`src/rtl/gemm_array_ctrl.sv`:
```
// gemm_array_ctrl: sequencer for an NxN systolic GEMM array (clear, feed, drain, capture)
module gemm_array_ctrl #(
  parameter int N      = 4,
  parameter int ADDR_W = 8
) (
  input  logic              clk,
  input  logic              reset,
  input  logic              start,
  input  logic [ADDR_W:0]   k_len,
  input  logic              abort,
  output logic              busy,
  output logic              done,
  output logic              aborted,
  output logic              cfg_err,
  output logic              rd_en,
  output logic [ADDR_W-1:0] rd_addr,
  output logic [N-1:0]      skew_valid,
  output logic              array_clr,
  output logic              res_capture
);
  localparam logic [2:0] IDLE  = 3'd0;
  localparam logic [2:0] CLEAR = 3'd1;
  localparam logic [2:0] FEED  = 3'd2;
  localparam logic [2:0] DRAIN = 3'd3;
  localparam logic [2:0] DONE  = 3'd4;
  localparam int CW = $clog2(2 * N) + 1;
  logic [2:0] state, n_state;
  logic [ADDR_W-1:0] k_last;
  logic [CW-1:0] cnt;
  logic legal, go, abt, last_feed, last_drain;
  assign legal      = (k_len != '0) && (k_len <= ((ADDR_W + 1)'(1) << ADDR_W));
  assign go         = (state == IDLE) && start && legal;
  assign abt        = abort && (state != IDLE);
  assign last_feed  = (state == FEED) && (rd_addr == k_last);
  assign last_drain = (state == DRAIN) && (cnt == CW'(2 * N - 1));
  // next state: abort overrides every normal transition
  always_comb
    n_state = abt               ? IDLE  :
              go                ? CLEAR :
              (state == CLEAR)  ? FEED  :
              last_feed         ? DRAIN :
              last_drain        ? DONE  :
              (state == DONE)   ? IDLE  : state;
  // state, counters and registered outputs derived from the next state
  always_ff @(posedge clk or posedge reset)
    if (reset) begin
      state       <= IDLE;
      k_last      <= '0;
      cnt         <= '0;
      busy        <= 1'b0;
      done        <= 1'b0;
      aborted     <= 1'b0;
      cfg_err     <= 1'b0;
      rd_en       <= 1'b0;
      rd_addr     <= '0;
      skew_valid  <= '0;
      array_clr   <= 1'b1;
      res_capture <= 1'b0;
    end else begin
      state       <= n_state;
      if (go) k_last <= ADDR_W'(k_len - 1'b1);
      cnt         <= (state == DRAIN) ? cnt + 1'b1 : '0;
      busy        <= n_state != IDLE;
      done        <= n_state == DONE;
      aborted     <= abt;
      cfg_err     <= (state == IDLE) && start && !legal;
      rd_en       <= n_state == FEED;
      rd_addr     <= (state == FEED && n_state == FEED) ? rd_addr + 1'b1 : '0;
      skew_valid  <= abt ? '0 : (skew_valid << 1) | N'(rd_en);
      array_clr   <= (n_state == CLEAR) || abt;
      res_capture <= !abt && (state == DRAIN) && (cnt == CW'(2 * N - 2));
    end
endmodule
```
`config.mk`:
```
export PLATFORM = sky130hd
export DESIGN_NAME = gemm_array_ctrl
export DESIGN_NICKNAME = d
export VERILOG_FILES = /design/src/rtl/gemm_array_ctrl.sv
export SDC_FILE = /design/constraint.sdc
export NUM_CORES = 1
export LEC_CHECK = 0
export ABC_CLOCK_PERIOD_IN_PS = 2100
export CORE_MARGIN = 4
export CORE_UTILIZATION = 50
export DETAILED_ROUTE_END_ITERATION = 8
export PLACE_DENSITY = 0.77
export REMOVE_ABC_BUFFERS = 1
export SLEW_MARGIN = 30
export SYNTH_ARGS = -nofsm -noshare
export SYNTH_HDL_FRONTEND = slang
export SYNTH_SLANG_ARGS = --single-unit
```
`constraint.sdc`:
```
create_clock -name clk -period 2.1 [get_ports clk]
set_clock_uncertainty 0.1 [all_clocks]
set_input_delay 0.21 -clock clk [delete_from_list [all_inputs] [get_ports clk]]
set_output_delay 0.21 -clock clk [all_outputs]
set_load 0.03 [all_outputs]
```
==> results of run 1 <==
==> final cells by class <==
class / instances / area, um2
Fill cell: 243 / 937
Clock buffer: 6 / 51.3
Clock inverter: 2 / 12.5
Tap cell: 44 / 55.1
Inverter: 11 / 41.3
Timing Repair Buffer: 43 / 400
Multi-Input combinational cell: 101 / 803
Sequential cell: 34 / 852
==> kinds of logic after synthesis <==
kind of cell | after synthesis | synth area share
compound gates | 12 | 0.0545
simple gates | 53 | 0.195
fa+ha+maj | 5 | 0.0368
buf+inv | 12 | 0.0265
flops | 34 | 0.501
mux | 8 | 0.0677
xor+xnor | 23 | 0.118
==> worst paths after layout <==
check	to
max	k_last[3]
min	skew_valid[0]
max reg2reg	k_last[3]
min reg2reg	skew_valid[2]
max in group asynchronous	array_clr
min in group clk	skew_valid[2]
==> through the flow <==
step / hold slack (ps) / util / setup WS [ps] / total power [W]
floorplan: 173 / - / 143 / 0.00104
global placement: 367 / 0.683 / -6.19 / 0.00117
finish: 155 / 0.703 / 157 / 0.00154
CTS: 156 / 0.703 / 158 / 0.00156
detailed placement: 373 / 0.683 / -34.1 / 0.00119
global route: 187 / 0.703 / 111 / 0.00163
==> layer usage <==
metal  vias up  global-route usage  wire (um)
li1        601                   -          -
met4         0               0.102         91
met2        30               0.294       1640
met5         -                   0          0
met3         8              0.0459        115
met1       578               0.198       1370
==> state kept, by name, indices dropped and copies added (netlist names) <==
signal,flops
res_capture,1
rd_en,1
done,1
rd_addr,8
skew_valid,4
cnt,4
state,3
busy,1
k_last,8
cfg_err,1
array_clr,1
aborted,1
==> critical path, stage by stage (launching register included) <==
cell and delay [ps]:
sky130_fd_sc_hd__dfrtp_1 400, sky130_fd_sc_hd__or4b_4 560, sky130_fd_sc_hd__nand4bb_4 290, sky130_fd_sc_hd__nand2_8 160, sky130_fd_sc_hd__mux2_4 310
==> where the power goes <==
part	switching (W)	internal [W]	total, W
combinational	0.000175	0.000209	0.000384
clock	0.000214	0.000161	0.000375
sequential	0.0000534	0.000731	0.000785
total	0.000443	0.00110	0.00154
==> layout by cell type (no fill, tap or decap), types with 2 or more instances in the layout <==
cell | synthesis | layout
sky130_fd_sc_hd__xnor2_1 | 14 | 14
sky130_fd_sc_hd__inv_1 | 11 | 11
sky130_fd_sc_hd__nand4_1 | 2 | 2
sky130_fd_sc_hd__nand2b_1 | 2 | 2
sky130_fd_sc_hd__clkdlybuf4s50_1 | 0 | 31
sky130_fd_sc_hd__and2_1 | 4 | 4
sky130_fd_sc_hd__o21ai_0 | 2 | 2
sky130_fd_sc_hd__nand3_1 | 8 | 8
sky130_fd_sc_hd__mux2_4 | 7 | 7
sky130_fd_sc_hd__clkbuf_4 | 0 | 5
sky130_fd_sc_hd__dfrtp_1 | 33 | 33
sky130_fd_sc_hd__a21oi_1 | 2 | 2
sky130_fd_sc_hd__buf_4 | 0 | 12
sky130_fd_sc_hd__xor2_1 | 9 | 9
sky130_fd_sc_hd__nor3_1 | 4 | 4
sky130_fd_sc_hd__ha_1 | 5 | 5
sky130_fd_sc_hd__nand3b_1 | 2 | 2
sky130_fd_sc_hd__and3_1 | 2 | 2
sky130_fd_sc_hd__nand2_1 | 6 | 6
sky130_fd_sc_hd__nor2_1 | 16 | 16
==> flow_summary.html, run 1 <==
<table>
<tr><th>Metric</th><th>Value</th></tr>
<tr><th colspan="2">Clocking</th></tr>
<tr><td>Clock transition at path regs</td><td>120 ps</td></tr>
<tr><td>Number of buffers inserted to repair setup after CTS</td><td>0</td></tr>
<tr><td>Num CTS Buffers</td><td>5</td></tr>
<tr><td>CTS tree</td><td>done</td></tr>
<tr><td>Latest clock arrival within the worst-skew pair</td><td>340 ps</td></tr>
<tr><td>Worst-case clock buffer depth</td><td>2</td></tr>
<tr><td># resized after CTS</td><td>0</td></tr>
<tr><td>Hold-fix buffers at CTS</td><td>0</td></tr>
<tr><td>Max H-tree Level</td><td>2</td></tr>
<tr><td>Clock tree sinks</td><td>34</td></tr>
<tr><td>Buffer type at the clock tree root</td><td>sky130_fd_sc_hd__clkbuf_4</td></tr>
<tr><th colspan="2">Drt</th></tr>
<tr><td>Remaining design rule violation count</td><td>0</td></tr>
<tr><td>Aggregate routed wire length</td><td>3220 um</td></tr>
<tr><td>Initial DRT Pass Iterations</td><td>4</td></tr>
<tr><td>Routed len/inst</td><td>13.4 um</td></tr>
<tr><td>Initial drt markers</td><td>51</td></tr>
<tr><td>Via density per instance</td><td>5.05</td></tr>
<tr><td>Remaining antenna violation count</td><td>0</td></tr>
<tr><td>Count of vias placed by the detailed router</td><td>1,217</td></tr>
<tr><th colspan="2">GRT</th></tr>
<tr><td>Initial antenna violation count</td><td>0</td></tr>
<tr><td>Global-route wire length before repair</td><td>5690 um</td></tr>
<tr><td>Via count of the first global-routing pass</td><td>1,263</td></tr>
<tr><td>Leftover overflow at the end of global routing</td><td>0</td></tr>
<tr><td>Tot GR Track Use</td><td>0.175</td></tr>
<tr><td>Maximum number of pins on one net before global-route repair</td><td>35</td></tr>
<tr><th colspan="2">Timing</th></tr>
<tr><td>Actual slew at the worst max-slew pin</td><td>439 ps</td></tr>
<tr><td>Total count of max-transition violations in the final report</td><td>0</td></tr>
<tr><td>Final cycle utilization of the critical path</td><td>0.925</td></tr>
<tr><td>Setup violation total in the final timing report</td><td>0</td></tr>
<tr><td>Clock period minus final worst setup slack</td><td>1940 ps</td></tr>
<tr><td>Total negative slack</td><td>0 ps</td></tr>
<tr><td>Max Clock Freq</td><td>515 MHz</td></tr>
<tr><td>Unrepaired setup endpoints after global routing</td><td>no</td></tr>
<tr><td>Number of failing hold endpoints at the final stage</td><td>0</td></tr>
<tr><td>Relative max-transition margin</td><td>0.705</td></tr>
<tr><th colspan="2">Layout</th></tr>
<tr><td>Antenna diode instance count</td><td>0</td></tr>
<tr><td>Relative area change from synthesis to final layout</td><td>30.3%</td></tr>
<tr><td>Final nets</td><td>214</td></tr>
<tr><td>Non-filler cells in the finished layout</td><td>241</td></tr>
<tr><td>Final Cell Area</td><td>2220 um2</td></tr>
<tr><td>Layout cell share with drive strength beyond 1</td><td>0.178</td></tr>
<tr><th colspan="2">Yosys</th></tr>
<tr><td>Unique masters post-synth</td><td>35</td></tr>
<tr><td>Number of standard cells after synthesis</td><td>147</td></tr>
<tr><td>Cell taking the most area after synthesis</td><td>sky130_fd_sc_hd__dfrtp_1</td></tr>
<tr><td>Number of synthesized flops with an enable pin</td><td>0</td></tr>
<tr><td>Cell Area, Synth</td><td>1700 um2</td></tr>
<tr><td>Synthesized area divided by synthesized cell count</td><td>11.6 um2</td></tr>
<tr><td>Leading cell types by count after synthesis</td><td>33 x sky130_fd_sc_hd__dfrtp_1, 16 x sky130_fd_sc_hd__nor2_1, 14 x sky130_fd_sc_hd__xnor2_1, 11 x sky130_fd_sc_hd__inv_1, 9 x sky130_fd_sc_hd__xor2_1</td></tr>
<tr><td>Count of state elements after synthesis</td><td>34</td></tr>
<tr><td>Portion of synthesized cell area occupied by the leading cell type</td><td>0.486</td></tr>
<tr><td>Sequential share of the synthesized area</td><td>0.501</td></tr>
<tr><td>Share of synthesized flip-flops with an asynchronous set or reset</td><td>1.00</td></tr>
<tr><td>Most used flip-flop cell after synthesis</td><td>sky130_fd_sc_hd__dfrtp_1</td></tr>
<tr><td>Leading post-synthesis cells by cell area</td><td>sky130_fd_sc_hd__dfrtp_1 49%, sky130_fd_sc_hd__xnor2_1 7.2%, sky130_fd_sc_hd__mux2_4 6.2%</td></tr>
<tr><td>Number of warnings reported in the yosys synthesis log</td><td>0</td></tr>
<tr><td>Leading cell type by number of instances after synthesis</td><td>sky130_fd_sc_hd__dfrtp_1</td></tr>
<tr><th colspan="2">Floorplanning</th></tr>
<tr><td>Starting Density</td><td>0.539</td></tr>
<tr><td>Die height</td><td>66.3 um</td></tr>
<tr><td>Number of placement rows</td><td>20</td></tr>
<tr><td>Die footprint</td><td>4400 um2</td></tr>
<tr><td>Number of top-level pins</td><td>32</td></tr>
<tr><td>Core area</td><td>3150 um2</td></tr>
<tr><td>Die span in x</td><td>66.3 um</td></tr>
<tr><th colspan="2">Critical path</th></tr>
<tr><td>Startpoint class of the critical path</td><td>register</td></tr>
<tr><td>Launching instance or port of the critical path</td><td>state[2]</td></tr>
<tr><td>Endpoint class of the critical path</td><td>register</td></tr>
<tr><td>Logic depth of the worst register-to-register path</td><td>4</td></tr>
<tr><td>Worst setup path category</td><td>reg -&gt; reg</td></tr>
<tr><td>Largest fanout on the critical path</td><td>8</td></tr>
<tr><td>Critical path data arrival time</td><td>2060 ps</td></tr>
<tr><td>Source of the worst register-to-register timing path</td><td>state[2]</td></tr>
<tr><td>Required @ worst endpoint</td><td>2220 ps</td></tr>
<tr><td>Setup slack of the worst register-to-register path</td><td>160 ps</td></tr>
<tr><th colspan="2">Outcome</th></tr>
<tr><td>Result of the run</td><td>finished, final reports clean</td></tr>
<tr><th colspan="2">Placed design</th></tr>
<tr><td>Global placer's final weighted congestion</td><td>0.800</td></tr>
<tr><td>Instance area after placement</td><td>2150 um2</td></tr>
<tr><td>Port buffer count</td><td>31</td></tr>
<tr><td>Post-DP HPWL</td><td>2610 um</td></tr>
<tr><td>Cell total after placement</td><td>233</td></tr>
<tr><th colspan="2">Pwr</th></tr>
<tr><td>Leakage power summed over all cells</td><td>0.980 nW</td></tr>
<tr><td>Total power per unit cell area</td><td>697 nW/um2</td></tr>
<tr><td>IR drop worst, VDD</td><td>0.000383 V</td></tr>
<tr><th colspan="2">Worst hold path</th></tr>
<tr><td>Hold Crit Class</td><td>in -&gt; async</td></tr>
<tr><th colspan="2">Run</th></tr>
<tr><td>Max-capacitance violation count</td><td>0</td></tr>
</table>
(Power assumes the default switching activity.)
==> inputs of run 2 (changes only) <==
--- a/config.mk
+++ b/config.mk
@@ -6,10 +6,13 @@
 export NUM_CORES = 1
 export LEC_CHECK = 0
 export ABC_CLOCK_PERIOD_IN_PS = 2100
+export CELL_PAD_IN_SITES_DETAIL_PLACEMENT = 1
+export CELL_PAD_IN_SITES_GLOBAL_PLACEMENT = 2
 export CORE_MARGIN = 4
-export CORE_UTILIZATION = 50
+export CORE_UTILIZATION = 33
 export DETAILED_ROUTE_END_ITERATION = 8
-export PLACE_DENSITY = 0.77
+export GPL_TIMING_DRIVEN = 0
+export PLACE_DENSITY = 0.78
 export REMOVE_ABC_BUFFERS = 1
 export SLEW_MARGIN = 30
 export SYNTH_ARGS = -nofsm -noshare
==> flow_summary.html, run 2 (synthesized netlist as in run 1, its figures left out) <==
<table>
<tr><th>Metric</th><th>Value</th></tr>
<tr><th colspan="2">Critical path</th></tr>
<tr><td>Logic depth of the worst register-to-register path</td><td>4</td></tr>
<tr><td>Critical Path, Cell by Cell</td><td>or4b_4, nand4bb_4, nand2_8, mux2_4</td></tr>
<tr><td>Top delay family on crit path</td><td>simple AND/OR/NAND/NOR gates</td></tr>
<tr><td>Critical Path Slowest Stage Cell</td><td>sky130_fd_sc_hd__or4b_4</td></tr>
<tr><td>Setup slack of the worst register-to-register path</td><td>70 ps</td></tr>
<tr><td>Startpoint class of the critical path</td><td>register</td></tr>
<tr><td>Endpoint class of the critical path</td><td>register</td></tr>
<tr><td>Worst setup path category</td><td>reg -&gt; reg</td></tr>
<tr><td>Largest stage delay, worst path</td><td>560 ps</td></tr>
<tr><td>Largest fanout on the critical path</td><td>13</td></tr>
<tr><td>Required @ worst endpoint</td><td>2170 ps</td></tr>
<tr><td>Destination of the worst register-to-register timing path</td><td>k_last[3]</td></tr>
<tr><td>Source of the worst register-to-register timing path</td><td>state[1]</td></tr>
<tr><td>Count of buffer and inverter cells on the critical path</td><td>0</td></tr>
<tr><td>Critical path data arrival time</td><td>2110 ps</td></tr>
<tr><th colspan="2">GRT</th></tr>
<tr><td>Leftover overflow at the end of global routing</td><td>0</td></tr>
<tr><td>Initial antenna violation count</td><td>0</td></tr>
<tr><td>Tot GR Track Use</td><td>0.133</td></tr>
<tr><td>Maximum number of pins on one net before global-route repair</td><td>35</td></tr>
<tr><td>Via count of the first global-routing pass</td><td>1,353</td></tr>
<tr><td>Global-route wire length before repair</td><td>6500 um</td></tr>
<tr><th colspan="2">Clocking</th></tr>
<tr><td>Number of buffers inserted to repair setup after CTS</td><td>0</td></tr>
<tr><td>Max H-tree Level</td><td>2</td></tr>
<tr><td>Clock tree sinks</td><td>34</td></tr>
<tr><td>CTS tree</td><td>done</td></tr>
<tr><td>Buffer type at the clock tree root</td><td>sky130_fd_sc_hd__clkbuf_8</td></tr>
<tr><td>Worst-case clock buffer depth</td><td>2</td></tr>
<tr><td>Num CTS Buffers</td><td>5</td></tr>
<tr><td>Clock transition at path regs</td><td>70 ps</td></tr>
<tr><td>Latest clock arrival within the worst-skew pair</td><td>290 ps</td></tr>
<tr><th colspan="2">Timing</th></tr>
<tr><td>Number of failing hold endpoints at the final stage</td><td>0</td></tr>
<tr><td>Relative max-transition margin</td><td>0.519</td></tr>
<tr><td>Post-route worst setup slack</td><td>66.7 ps</td></tr>
<tr><td>Total count of max-transition violations in the final report</td><td>0</td></tr>
<tr><td>Unrepaired setup endpoints after global routing</td><td>no</td></tr>
<tr><td>Clock period minus final worst setup slack</td><td>2030 ps</td></tr>
<tr><td>Actual slew at the worst max-slew pin</td><td>721 ps</td></tr>
<tr><td>Max Clock Freq</td><td>492 MHz</td></tr>
<tr><td>Setup violation total in the final timing report</td><td>0</td></tr>
<tr><td>Final cycle utilization of the critical path</td><td>0.968</td></tr>
<tr><th colspan="2">Drt</th></tr>
<tr><td>Initial DRT Pass Iterations</td><td>3</td></tr>
<tr><td>Aggregate routed wire length</td><td>3640 um</td></tr>
<tr><td>Initial drt markers</td><td>30</td></tr>
<tr><td>Count of vias placed by the detailed router</td><td>1,184</td></tr>
<tr><td>Via density per instance</td><td>4.70</td></tr>
<tr><td>Remaining antenna violation count</td><td>0</td></tr>
<tr><td>Routed len/inst</td><td>14.4 um</td></tr>
<tr><td>Remaining design rule violation count</td><td>0</td></tr>
<tr><th colspan="2">Layout</th></tr>
<tr><td>Non-filler cells in the finished layout</td><td>252</td></tr>
<tr><td>Most used cells in the layout excluding fill and tap cells</td><td>32 x sky130_fd_sc_hd__dfrtp_1, 31 x sky130_fd_sc_hd__clkdlybuf4s50_1, 16 x sky130_fd_sc_hd__nor2_1</td></tr>
<tr><td>Layout cell share with drive strength beyond 1</td><td>0.130</td></tr>
<tr><td>Number of fillers in the final layout</td><td>537</td></tr>
<tr><td>Leading cell type in the layout, fill and taps excluded</td><td>sky130_fd_sc_hd__dfrtp_1</td></tr>
<tr><td>Final Cell Area</td><td>2180 um2</td></tr>
<tr><td>Antenna diode instance count</td><td>0</td></tr>
<tr><td>Final nets</td><td>202</td></tr>
<tr><td>Relative area change from synthesis to final layout</td><td>28.4%</td></tr>
<tr><td>Top flop regs</td><td>k_last: 8 flops, rd_addr: 8 flops</td></tr>
<tr><th colspan="2">Placed design</th></tr>
<tr><td>Global placer's final weighted congestion</td><td>0.761</td></tr>
<tr><td>Worst slack at placement</td><td>-91.1 ps</td></tr>
<tr><td>Port buffer count</td><td>31</td></tr>
<tr><td>Cell total after placement</td><td>244</td></tr>
<tr><td>Instance area after placement</td><td>2090 um2</td></tr>
<tr><td>Post-DP HPWL</td><td>2740 um</td></tr>
<tr><th colspan="2">Floorplanning</th></tr>
<tr><td>Die height</td><td>79.8 um</td></tr>
<tr><td>Die footprint</td><td>6360 um2</td></tr>
<tr><td>Die span in x</td><td>79.8 um</td></tr>
<tr><td>Number of top-level pins</td><td>32</td></tr>
<tr><td>Number of placement rows</td><td>25</td></tr>
<tr><td>Starting Density</td><td>0.351</td></tr>
<tr><td>Core area</td><td>4850 um2</td></tr>
<tr><th colspan="2">Worst hold path</th></tr>
<tr><td>Hold Crit Class</td><td>in -&gt; async</td></tr>
<tr><th colspan="2">Outcome</th></tr>
<tr><td>Result of the run</td><td>finished, final reports clean</td></tr>
<tr><th colspan="2">Pwr</th></tr>
<tr><td>Total power per unit cell area</td><td>756 nW/um2</td></tr>
<tr><td>IR drop worst, VDD</td><td>0.000351 V</td></tr>
<tr><td>Total Power Consumption</td><td>0.00165 W</td></tr>
<tr><td>Leakage power summed over all cells</td><td>0.932 nW</td></tr>
<tr><th colspan="2">Run</th></tr>
<tr><td>Max-capacitance violation count</td><td>0</td></tr>
</table>
==> run 2: stage by stage <==
step	hold WS, ps	utilization	setup TNS (ps)
floorplan	173	-	0
global placement	370	0.431	-436
detailed placement	373	0.431	-590
CTS	296	0.450	0
global route	324	0.450	0
finish	260	0.450	0
==> run 2: metal layers <==
| layer | global-route usage | wire [um] |
|---|---|---|
| met1 | 0.157 | 1550 |
| met2 | 0.226 | 1880 |
| met3 | 0.0395 | 139 |
| met4 | 0.0557 | 68 |
| met5 | 0 | 0 |
==> run 2: power breakdown <==
part,switching (W),internal (W),total [W]
registers,0.0000632,0.000733,0.000796
clock network,0.000233,0.000264,0.000498
logic,0.000165,0.000192,0.000357
total,0.000461,0.00119,0.00165
==> run 2: timing repair <==
action,in CTS,in global routing
gates resized for setup,0,1
hold buffers,0,0
endpoints found under the setup margin,0,7
==> run 2: worst max-delay path by stage <==
stage | from | slack [ps] | to | cells past startpoint
detailed placement | k_len[0] | -90 | k_last[3] | 7
global route | state[1] | 3 | k_last[2] | 4
CTS | state[1] | 9 | k_last[3] | 4
floorplan | state[1] | 140 | k_last[0] | 4
finish | state[1] | 70 | k_last[3] | 4
global placement | k_len[0] | -60 | k_last[2] | 7
==> run 2: layout make-up <==
class,count,area (um2),share of cell area
clock buffer,7,86.3,0.0395
inverter,11,41.3,0.0189
clock inverter,1,5.00,0.00229
tap,67,83.8,0.0384
sequential,34,853,0.391
multi-input combinational,101,803,0.368
timing repair buffer,31,310,0.142
==> inputs of run 3 (changes only) <==
==> constraint.sdc (replaced) <==
create_clock -name clk -period 2.1 [get_ports clk]
set_clock_uncertainty 0.1 [all_clocks]
set_input_delay 0.21 -clock clk [delete_from_list [all_inputs] [get_ports clk]]
set_output_delay 0.21 -clock clk [all_outputs]
set_load 0.05 [all_outputs]
==> results of run 3 <==
The final DEF is identical to that of run 2. Status: finished, final reports clean.
Main changes from that run: total power 0.00165 W -> 0.00169 W; worst IR drop on VDD 0.000351 V -> 0.000367 V
